--- src/rtl/background_animator.sv ---
// Tick-driven animation stage between the background ROM lookup and the compositor.
// Applies fade, channel rotation or invert to RGB565 pixels, with a white hit-flash override.
module background_animator #(
  parameter int unsigned TICK_DIV    = 10_000_000,
  parameter int unsigned PIX_W       = 13,
  parameter int unsigned LEVEL_BITS  = 4,
  parameter int unsigned FLASH_TICKS = 3
) (
  input  logic                  clk,
  input  logic                  rst_n,
  input  logic                  enable,
  input  logic [1:0]            mode,
  input  logic                  flash_req,
  input  logic [PIX_W-1:0]      pixel_index,
  input  logic [15:0]           bg_colour,
  output logic [PIX_W-1:0]      pixel_index_q,
  output logic [15:0]           oled_colour,
  output logic [LEVEL_BITS-1:0] level,
  output logic                  flash_active
);

  localparam int unsigned CNT_W  = (TICK_DIV > 2) ? $clog2(TICK_DIV) : 1;
  localparam int unsigned FL_W   = (FLASH_TICKS > 1) ? $clog2(FLASH_TICKS + 1) : 1;
  localparam int unsigned K_W    = LEVEL_BITS + 1;
  localparam int unsigned PR_W   = 5 + K_W;
  localparam int unsigned PG_W   = 6 + K_W;
  localparam logic [LEVEL_BITS-1:0] MAX_LEVEL = '1;
  localparam logic [CNT_W-1:0]      TICK_LAST = CNT_W'(TICK_DIV - 1);
  localparam logic [FL_W-1:0]       FLASH_LOAD = FL_W'(FLASH_TICKS);

  typedef enum logic {DIR_UP, DIR_DOWN} dir_t;

  logic [CNT_W-1:0] tick_cnt;
  logic             tick_c;
  logic [1:0]       mode_q;
  logic             mode_change_c;
  dir_t             dir;
  logic [1:0]       phase;
  logic [FL_W-1:0]  flash_cnt;
  logic [FL_W-1:0]  flash_cnt_d_c;
  logic [15:0]      colour_c;

  assign tick_c        = enable && (tick_cnt == TICK_LAST);
  assign mode_change_c = (mode != mode_q);

  // Animation step divider; holds while disabled.
  always_ff @(posedge clk or negedge rst_n) begin
    if (!rst_n) begin
      tick_cnt <= '0;
    end else if (enable) begin
      tick_cnt <= tick_c ? '0 : tick_cnt + CNT_W'(1);
    end
  end

  // Triangle fade and rotation phase; a mode change restarts both and beats a tick.
  always_ff @(posedge clk or negedge rst_n) begin
    if (!rst_n) begin
      mode_q <= 2'd0;
      level  <= '0;
      dir    <= DIR_UP;
      phase  <= 2'd0;
    end else begin
      mode_q <= mode;
      if (mode_change_c) begin
        level <= '0;
        dir   <= DIR_UP;
        phase <= 2'd0;
      end else if (tick_c) begin
        phase <= (phase == 2'd2) ? 2'd0 : phase + 2'd1;
        case (dir)
          DIR_UP: begin
            if (level == MAX_LEVEL) begin
              dir   <= DIR_DOWN;
              level <= MAX_LEVEL - LEVEL_BITS'(1);
            end else begin
              level <= level + LEVEL_BITS'(1);
            end
          end
          default: begin
            if (level == '0) begin
              dir   <= DIR_UP;
              level <= LEVEL_BITS'(1);
            end else begin
              level <= level - LEVEL_BITS'(1);
            end
          end
        endcase
      end
    end
  end

  // Flash countdown; a request reloads even mid-flash and wins over a tick.
  always_comb begin
    flash_cnt_d_c = flash_cnt;
    if (flash_req) begin
      flash_cnt_d_c = FLASH_LOAD;
    end else if (tick_c && (flash_cnt != '0)) begin
      flash_cnt_d_c = flash_cnt - FL_W'(1);
    end
  end

  always_ff @(posedge clk or negedge rst_n) begin
    if (!rst_n) begin
      flash_cnt <= '0;
    end else begin
      flash_cnt <= flash_cnt_d_c;
    end
  end

  // Per-pixel colour transform selected by the live mode input.
  logic [4:0]      r_c, b_c;
  logic [5:0]      g_c;
  logic [K_W-1:0]  k_c;
  logic [PR_W-1:0] r_prod_c, b_prod_c;
  logic [PG_W-1:0] g_prod_c;

  always_comb begin
    r_c      = bg_colour[15:11];
    g_c      = bg_colour[10:5];
    b_c      = bg_colour[4:0];
    k_c      = K_W'(MAX_LEVEL - level) + K_W'(1);
    r_prod_c = PR_W'(r_c) * PR_W'(k_c);
    g_prod_c = PG_W'(g_c) * PG_W'(k_c);
    b_prod_c = PR_W'(b_c) * PR_W'(k_c);
    colour_c = bg_colour;
    case (mode)
      2'd1: colour_c = {5'(r_prod_c >> LEVEL_BITS),
                        6'(g_prod_c >> LEVEL_BITS),
                        5'(b_prod_c >> LEVEL_BITS)};
      2'd2: begin
        case (phase)
          2'd1:    colour_c = {b_c, r_c, r_c[4], g_c[5:1]};
          2'd2:    colour_c = {g_c[5:1], b_c, b_c[4], r_c};
          default: colour_c = bg_colour;
        endcase
      end
      2'd3:    colour_c = ~bg_colour;
      default: colour_c = bg_colour;
    endcase
  end

  // Output stage runs every cycle, independent of enable.
  always_ff @(posedge clk or negedge rst_n) begin
    if (!rst_n) begin
      pixel_index_q <= '0;
      oled_colour   <= 16'h0000;
      flash_active  <= 1'b0;
    end else begin
      pixel_index_q <= pixel_index;
      flash_active  <= (flash_cnt_d_c != '0);
      oled_colour   <= (flash_cnt_d_c != '0) ? 16'hFFFF : colour_c;
    end
  end

endmodule

--- config.mk ---
export PLATFORM = sky130hd
export DESIGN_NAME = background_animator
export DESIGN_NICKNAME = d
export VERILOG_FILES = /design/src/rtl/background_animator.sv
export SDC_FILE = /design/constraint.sdc
export NUM_CORES = 1
export LEC_CHECK = 0
export BUFFER_PORTS_ARGS = -buffer_cell sky130_fd_sc_hd__buf_2
export CAP_MARGIN = 20
export CELL_PAD_IN_SITES_DETAIL_PLACEMENT = 1
export CELL_PAD_IN_SITES_GLOBAL_PLACEMENT = 2
export CORE_MARGIN = 3
export CORE_UTILIZATION = 33
export DETAILED_ROUTE_END_ITERATION = 10
export PLACE_DENSITY_LB_ADDON = 0.3
export SYNTH_ARGS = -nofsm -noshare
export SYNTH_HDL_FRONTEND = slang
export SYNTH_SLANG_ARGS = --single-unit
--- constraint.sdc ---
create_clock -name clk -period 4.1 [get_ports clk]
set_input_delay 0 -clock clk [delete_from_list [all_inputs] [get_ports clk]]
set_output_delay 0 -clock clk [all_outputs]
set_load 0.02 [all_outputs]
==> flow_summary.toml, run 1 <==
[run_status]
run_status = "finished, violations left"
violations = "negative setup slack"

[yosys]
synth_common_cells = "nand2_1 (72), dfrtp_1 (65), inv_1 (56)"
synthesis.area_um2 = 5540
synth_top_area_cell = "dfrtp_1"
ys.warnings.count = 0
synth_cells = 624
syn-num-nets = 736
synthFlopType = "dfrtp_1"
avgSynthCellArea_um2 = 8.87
synth_top_area_share_pct = 29.4
synth-edff-count = 0
synth_most_common_cell = "nand2_1"
synth-seq-cells = 65
synth-seq-area-share_pct = 29.4
synthTopCellsByArea = "dfrtp_1 (29%), ha_1 (12%), fa_1 (8.7%)"
synth-async-reset-ratio_pct = 100
synth_cell_types = 66

[placed_design]
pre_cts_ws_ns = -0.270
io_buffer_count = 68
placed_area_um2 = 6220
dp.cells = 887
place_congestion = 0.829
hpwlAfterDp_mm = 12.9

[clock_tree]
cts_tree = "done"
cts_made_buffers = 9
clockBufferDepth = 2
root_buffer = "clkbuf_16"
cts_htree_levels = 3
clkLatencyLatePin_ns = 0.35
cts_sinks = 65
clkTransAtPathRegs_ns = 0.06

[die]
num_rows = 46
coreArea_um2 = 16200
initial_core_util_pct = 34.2
die_w_um = 136
num_io_pins = 69
die_y_um = 136
die-area_um2 = 18400

[critical_path]
cp_num_cells = 19
r2r_slack_ns = -0.12
r2r-start = "level[1]"
startpoint_type = "flip-flop"
worst_path_largest_cell_delay_ns = 0.52
crit_family = "adder cells"
r2r_cells = 19
worstPathCellList = "inv_2 -> ha_4 -> nor3b_4 -> buf_12 -> and2_4 -> fa_1 -> fa_1 -> inv_2 -> fa_1 -> inv_2 -> ha_4 -> buf_6 -> nand3_2 -> o211ai_1 -> buf_4 -> o21a_1 -> buf_4 -> buf_6 -> o311ai_4"
setup.worst_path.end_class = "flip-flop"
worst_ep_arrival_time_ns = 4.47
crit_slowest_cell = "fa_1"
critPathMaxFanout = 5
rr_endpoint = "oled_colour[7]"
crit_buf_inv = 8
crit_type = "flip-flop to flip-flop"
cp.required_ns = 4.35

[worst_hold_path]
worstHoldStart = "mode[0]"
whs_endpoint = "mode_q[0]"
hold_class = "input pin to flip-flop"
whs_path_depth = 1

[sta]
finalSetupViolations = 6
setup_ws_ns = -0.116
tightest_slew_ns = 0.773
fin_worst_skew_ns = 0.00979
maxClockFrequency_ghz = 0.237
rsz0062_at_grt = "yes"
finalCritPeriodShare_pct = 103
fin_crit_ns = 4.22
hold_ws_ns = 0.0887
maxSlewViolCount = 0
slew_headroom_pct = 48.0
hold_viol_final = 0

[grt]
grt_max_degree = 54
grt_pass1_wl_mm = 28.6
grt_pass1_vias = 5370
antenna_found_initial = 0
grt_use_total_pct = 19.8
overflow = 0

[job]
maxCapViolations = 0

[pwr]
vdd_drop_max_mv = 0.152
leakagePower_uw = 0.00309
powerDensity_nw_per_um2 = 251

[detailed_routing]
drt_first_pass_iters = 4
wl_per_cell_um = 18.8
dr.first_iter.drc_count = 281
vias_per_cell = 5.28
drc = 0
via_count = 4943
routed_wl_mm = 17.7
ant_nets = 0

[final_layout]
antennaDiodeCount = 0
synthToLayoutAreaGrowth_pct = 25.7
final_cells = 937
finalInstanceArea_um2 = 6960
nets = 828
final_layout_size_suffix_gt1_share_pct = 23.0
## how the worst max path moves through the flow
stage             start              end  slack, ns
2_1_floorplan  level[0]   oled_colour[8]      -0.09
3_5_place_dp   level[1]  oled_colour[15]      -0.27
6_report       level[1]   oled_colour[7]      -0.12
5_1_grt        level[0]   oled_colour[8]      -0.27
3_3_place_gp   level[1]  oled_colour[15]      -0.05
4_1_cts        level[0]   oled_colour[3]     -0.001
## logic make-up after synthesis
kind of cell | synth area share, %
compound gates | 14.9
xor+xnor | 6.65
fa+ha+maj | 20.7
buf+inv | 6.49
flops | 29.4
mux | 1.49
simple gates | 20.5
## cell usage in the layout (no fill, tap or decap), types with 16 or more instances in the layout
| cell type | synthesis | layout |
|---|---|---|
| o21ai_0 | 18 | 18 |
| buf_2 | 1 | 68 |
| fa_1 | 24 | 24 |
| dfrtp_1 | 65 | 62 |
| nor2_1 | 32 | 32 |
| a21oi_1 | 23 | 20 |
| and2_1 | 43 | 41 |
| inv_1 | 56 | 50 |
| nand4_1 | 16 | 16 |
| xnor2_1 | 30 | 27 |
| dlygate4sd3_1 | 0 | 16 |
| buf_4 | 0 | 27 |
| ha_1 | 53 | 46 |
| nand2_1 | 72 | 69 |
## cell type report
| type | instances | area, um2 |
|---|---|---|
| Fill cell | 1903 | 9220 |
| Clock inverter | 7 | 83.8 |
| Multi-Input combinational cell | 466 | 3760 |
| Inverter | 58 | 220 |
| Sequential cell | 65 | 1630 |
| Timing Repair Buffer | 116 | 768 |
| Clock buffer | 9 | 225 |
| Tap cell | 216 | 270 |
## power breakdown
group          switching (uW)  total, uW  internal, uW
Clock                     326        808           482
Sequential               33.0        706           673
Combinational             141        233          92.2
## metrics by stage
step | TNS [ns] | util, % | power [uW]
after floorplan | -0.263 | - | 842
after global placement | -0.151 | 38.5 | 921
after detailed placement | -1.44 | 38.5 | 931
after CTS | -0.00143 | 42.3 | 1760
after global routing | -1.80 | 43.0 | 1830
final | -0.293 | 43.0 | 1750
## worst register-to-register path, cell delays in order, from the launching register on
cell and delay (ns):
dfrtp_2 0.43, inv_2 0.09, ha_4 0.17, nor3b_4 0.27, buf_12 0.16, and2_4 0.14
fa_1 0.44, fa_1 0.52, inv_2 0.04, fa_1 0.49, inv_2 0.05, ha_4 0.22
buf_6 0.12, nand3_2 0.05, o211ai_1 0.11, buf_4 0.16, o21a_1 0.21, buf_4 0.15
buf_6 0.11, o311ai_4 0.19
## layer usage
layer / global-route usage [%] / part of all wire, % / vias up
li1: - / - / 2331
met1: 25.6 / 44 / 2513
met2: 34.0 / 50 / 78
met3: 3.08 / 3.5 / 21
met4: 6.49 / 2.3 / 0
met5: 0 / 0 / -
## sequential cells by signal (all words and copies together), names as in the netlist
register,count
tick_cnt,24
pixel_index_q,13
flash_active,1
mode_q,2
oled_colour,16
dir,1
flash_cnt,2
phase,2
level,4
## repair_timing
item | in CTS | in global routing
gates resized for setup | 13 | 17
endpoints found under the hold margin | 30 | 0
gates cloned | 1 | 0
pin swaps | 14 | 25
setup endpoints to repair | 11 | 11
hold buffers | 16 | 0
buffers inserted | 8 | 11
(Power assumes the default switching activity.)
==> inputs of run 2 (changes only) <==
--- a/config.mk
+++ b/config.mk
@@ -10,9 +10,11 @@
 export CELL_PAD_IN_SITES_DETAIL_PLACEMENT = 1
 export CELL_PAD_IN_SITES_GLOBAL_PLACEMENT = 2
 export CORE_MARGIN = 3
-export CORE_UTILIZATION = 33
+export CORE_UTILIZATION = 34
+export CTS_BUF_LIST = sky130_fd_sc_hd__clkbuf_8
 export DETAILED_ROUTE_END_ITERATION = 10
 export PLACE_DENSITY_LB_ADDON = 0.3
+export SLEW_MARGIN = 15
 export SYNTH_ARGS = -nofsm -noshare
 export SYNTH_HDL_FRONTEND = slang
 export SYNTH_SLANG_ARGS = --single-unit
==> flow_summary.toml, run 2 (synthesis results as in run 1) <==
[sta]
fin_crit_ns = 4.09
finalSetupViolations = 0
rsz0062_at_grt = "yes"
finalCritPeriodShare_pct = 99.8
hold_viol_final = 0
maxClockFrequency_ghz = 0.244
slew_headroom_pct = 44.8
maxSlewViolCount = 0
fin_worst_skew_ns = 0.0138
tightest_slew_ns = 0.829

[detailed_routing]
vias_per_cell = 5.36
drt_first_pass_iters = 4
routed_wl_mm = 18.0
dr.first_iter.drc_count = 335
ant_nets = 0
drc = 0
via_count = 5039
wl_per_cell_um = 19.1

[worst_hold_path]
hold_class = "input pin to flip-flop"
whs_endpoint = "oled_colour[5]"
whs_path_depth = 3
worstHoldStart = "bg_colour[5]"

[critical_path]
r2r_cells = 18
r2r-start = "level[0]"
r2r_slack_ns = 0.008
setup.worst_path.end_class = "flip-flop"
crit_type = "flip-flop to flip-flop"
cp.required_ns = 4.33
critPathMaxFanout = 5
rr_endpoint = "oled_colour[10]"
worst_ep_arrival_time_ns = 4.32
startpoint_type = "flip-flop"

[clock_tree]
root_buffer = "clkbuf_8"
cts_sinks = 65
clkTransAtPathRegs_ns = 0.09
cts_tree = "done"
clockBufferDepth = 2
cts_made_buffers = 9
clkLatencyLatePin_ns = 0.37
cts_htree_levels = 3

[pwr]
powerDensity_nw_per_um2 = 234
p_total_uw = 1640
vdd_drop_max_mv = 0.176
leakagePower_uw = 0.00310

[final_layout]
antennaDiodeCount = 0
synthToLayoutAreaGrowth_pct = 26.6
layout_common_cells = "nand2_1 (70), buf_2 (68), dfrtp_1 (62)"
top_register = "tick_cnt"
nets = 831
mostFrequentLayoutCell = "nand2_1"
largest_register_ffs = 24
reg_top3 = "tick_cnt: 24 flops, oled_colour: 16 flops, pixel_index_q: 13 flops"
final_layout_size_suffix_gt1_share_pct = 23.1
finalInstanceArea_um2 = 7010

[die]
coreArea_um2 = 15900
num_io_pins = 69
num_rows = 46
initial_core_util_pct = 34.8
die_w_um = 134
die_y_um = 134
die-area_um2 = 17800

[placed_design]
hpwlAfterDp_mm = 12.7
placed_area_um2 = 6250
place_congestion = 0.786
io_buffer_count = 68

[grt]
overflow = 0
grt_pass1_wl_mm = 29.5
antenna_found_initial = 0
grt_pass1_vias = 5602
grt_max_degree = 37
grt_use_total_pct = 20.8

[job]
maxCapViolations = 0

[run_status]
run_status = "completed"
-- run 2: cell types whose count changed in the layout (fill, tap and decap cells not counted), sizes merged --
cell	previous run	this run
inv	61	59
bufinv	1	3
buf	100	103
-- run 2: repair_timing --
action,4_1_cts,5_1_grt
buffers inserted,13,5
setup endpoints to repair,11,11
pin swaps,23,16
endpoints found under the hold margin,53,0
resized for setup,16,14
hold buffers,16,0
-- run 2: area by class of cell --
class                           instances  area [um2]
Timing Repair Buffer                  119         832
Clock buffer                            9         124
Tap cell                              216         270
Clock inverter                          7         119
Sequential cell                        65        1630
Multi-Input combinational cell        466        3810
Fill cell                            1855        8880
Inverter                               58         220
-- run 2: layer usage --
layer	GRT usage (%)	routed length (um)	vias to the layer above	share of wire, %
met5	0	0	-	0
met4	6.23	296	0	1.6
met2	35.5	8680	108	48
met3	3.06	779	19	4.3
li1	-	-	2340	-
met1	27.5	8240	2572	46
-- run 2: worst max-delay path, stage by stage (launching register included) --
cell and delay (ns):
dfrtp_2 0.43, inv_4 0.07, ha_4 0.15, nor3b_4 0.24, buf_12 0.15, buf_8 0.11
and2_4 0.14, fa_1 0.42, fa_1 0.50, inv_1 0.05, fa_1 0.50, inv_2 0.05
ha_4 0.22, nand3_1 0.08, o211ai_1 0.11, buf_4 0.17, a221oi_1 0.30, xnor2_1 0.16
o211ai_1 0.09
-- run 2: power by group --
| part | switching, uW | internal [uW] |
|---|---|---|
| clock network | 289 | 405 |
| logic | 143 | 93.3 |
| registers | 34.2 | 672 |
-- run 2: how the worst max path moves through the flow --
stage | start | end | slack [ns]
2_1_floorplan | level[0] | oled_colour[8] | -0.09
3_3_place_gp | level[1] | oled_colour[15] | -0.19
3_5_place_dp | level[0] | oled_colour[15] | -0.28
4_1_cts | level[0] | oled_colour[9] | -0.01
5_1_grt | level[1] | oled_colour[8] | -0.16
6_report | level[0] | oled_colour[10] | 0.008
-- run 2: metrics by stage --
step / hold WS (ns) / util, % / std cells / TNS (ns) / worst slack, ns
after floorplan: -0.296 / - / 624 / -0.263 / -0.0864
after global placement: 0.109 / 39.3 / 890 / -0.248 / -0.192
after detailed placement: 0.110 / 39.3 / 890 / -1.53 / -0.276
after CTS: 0.0564 / 43.1 / 935 / -0.0317 / -0.0138
after global routing: 0.0870 / 44.1 / 940 / -1.11 / -0.163
final: 0.0667 / 44.1 / 940 / 0 / 0.00827
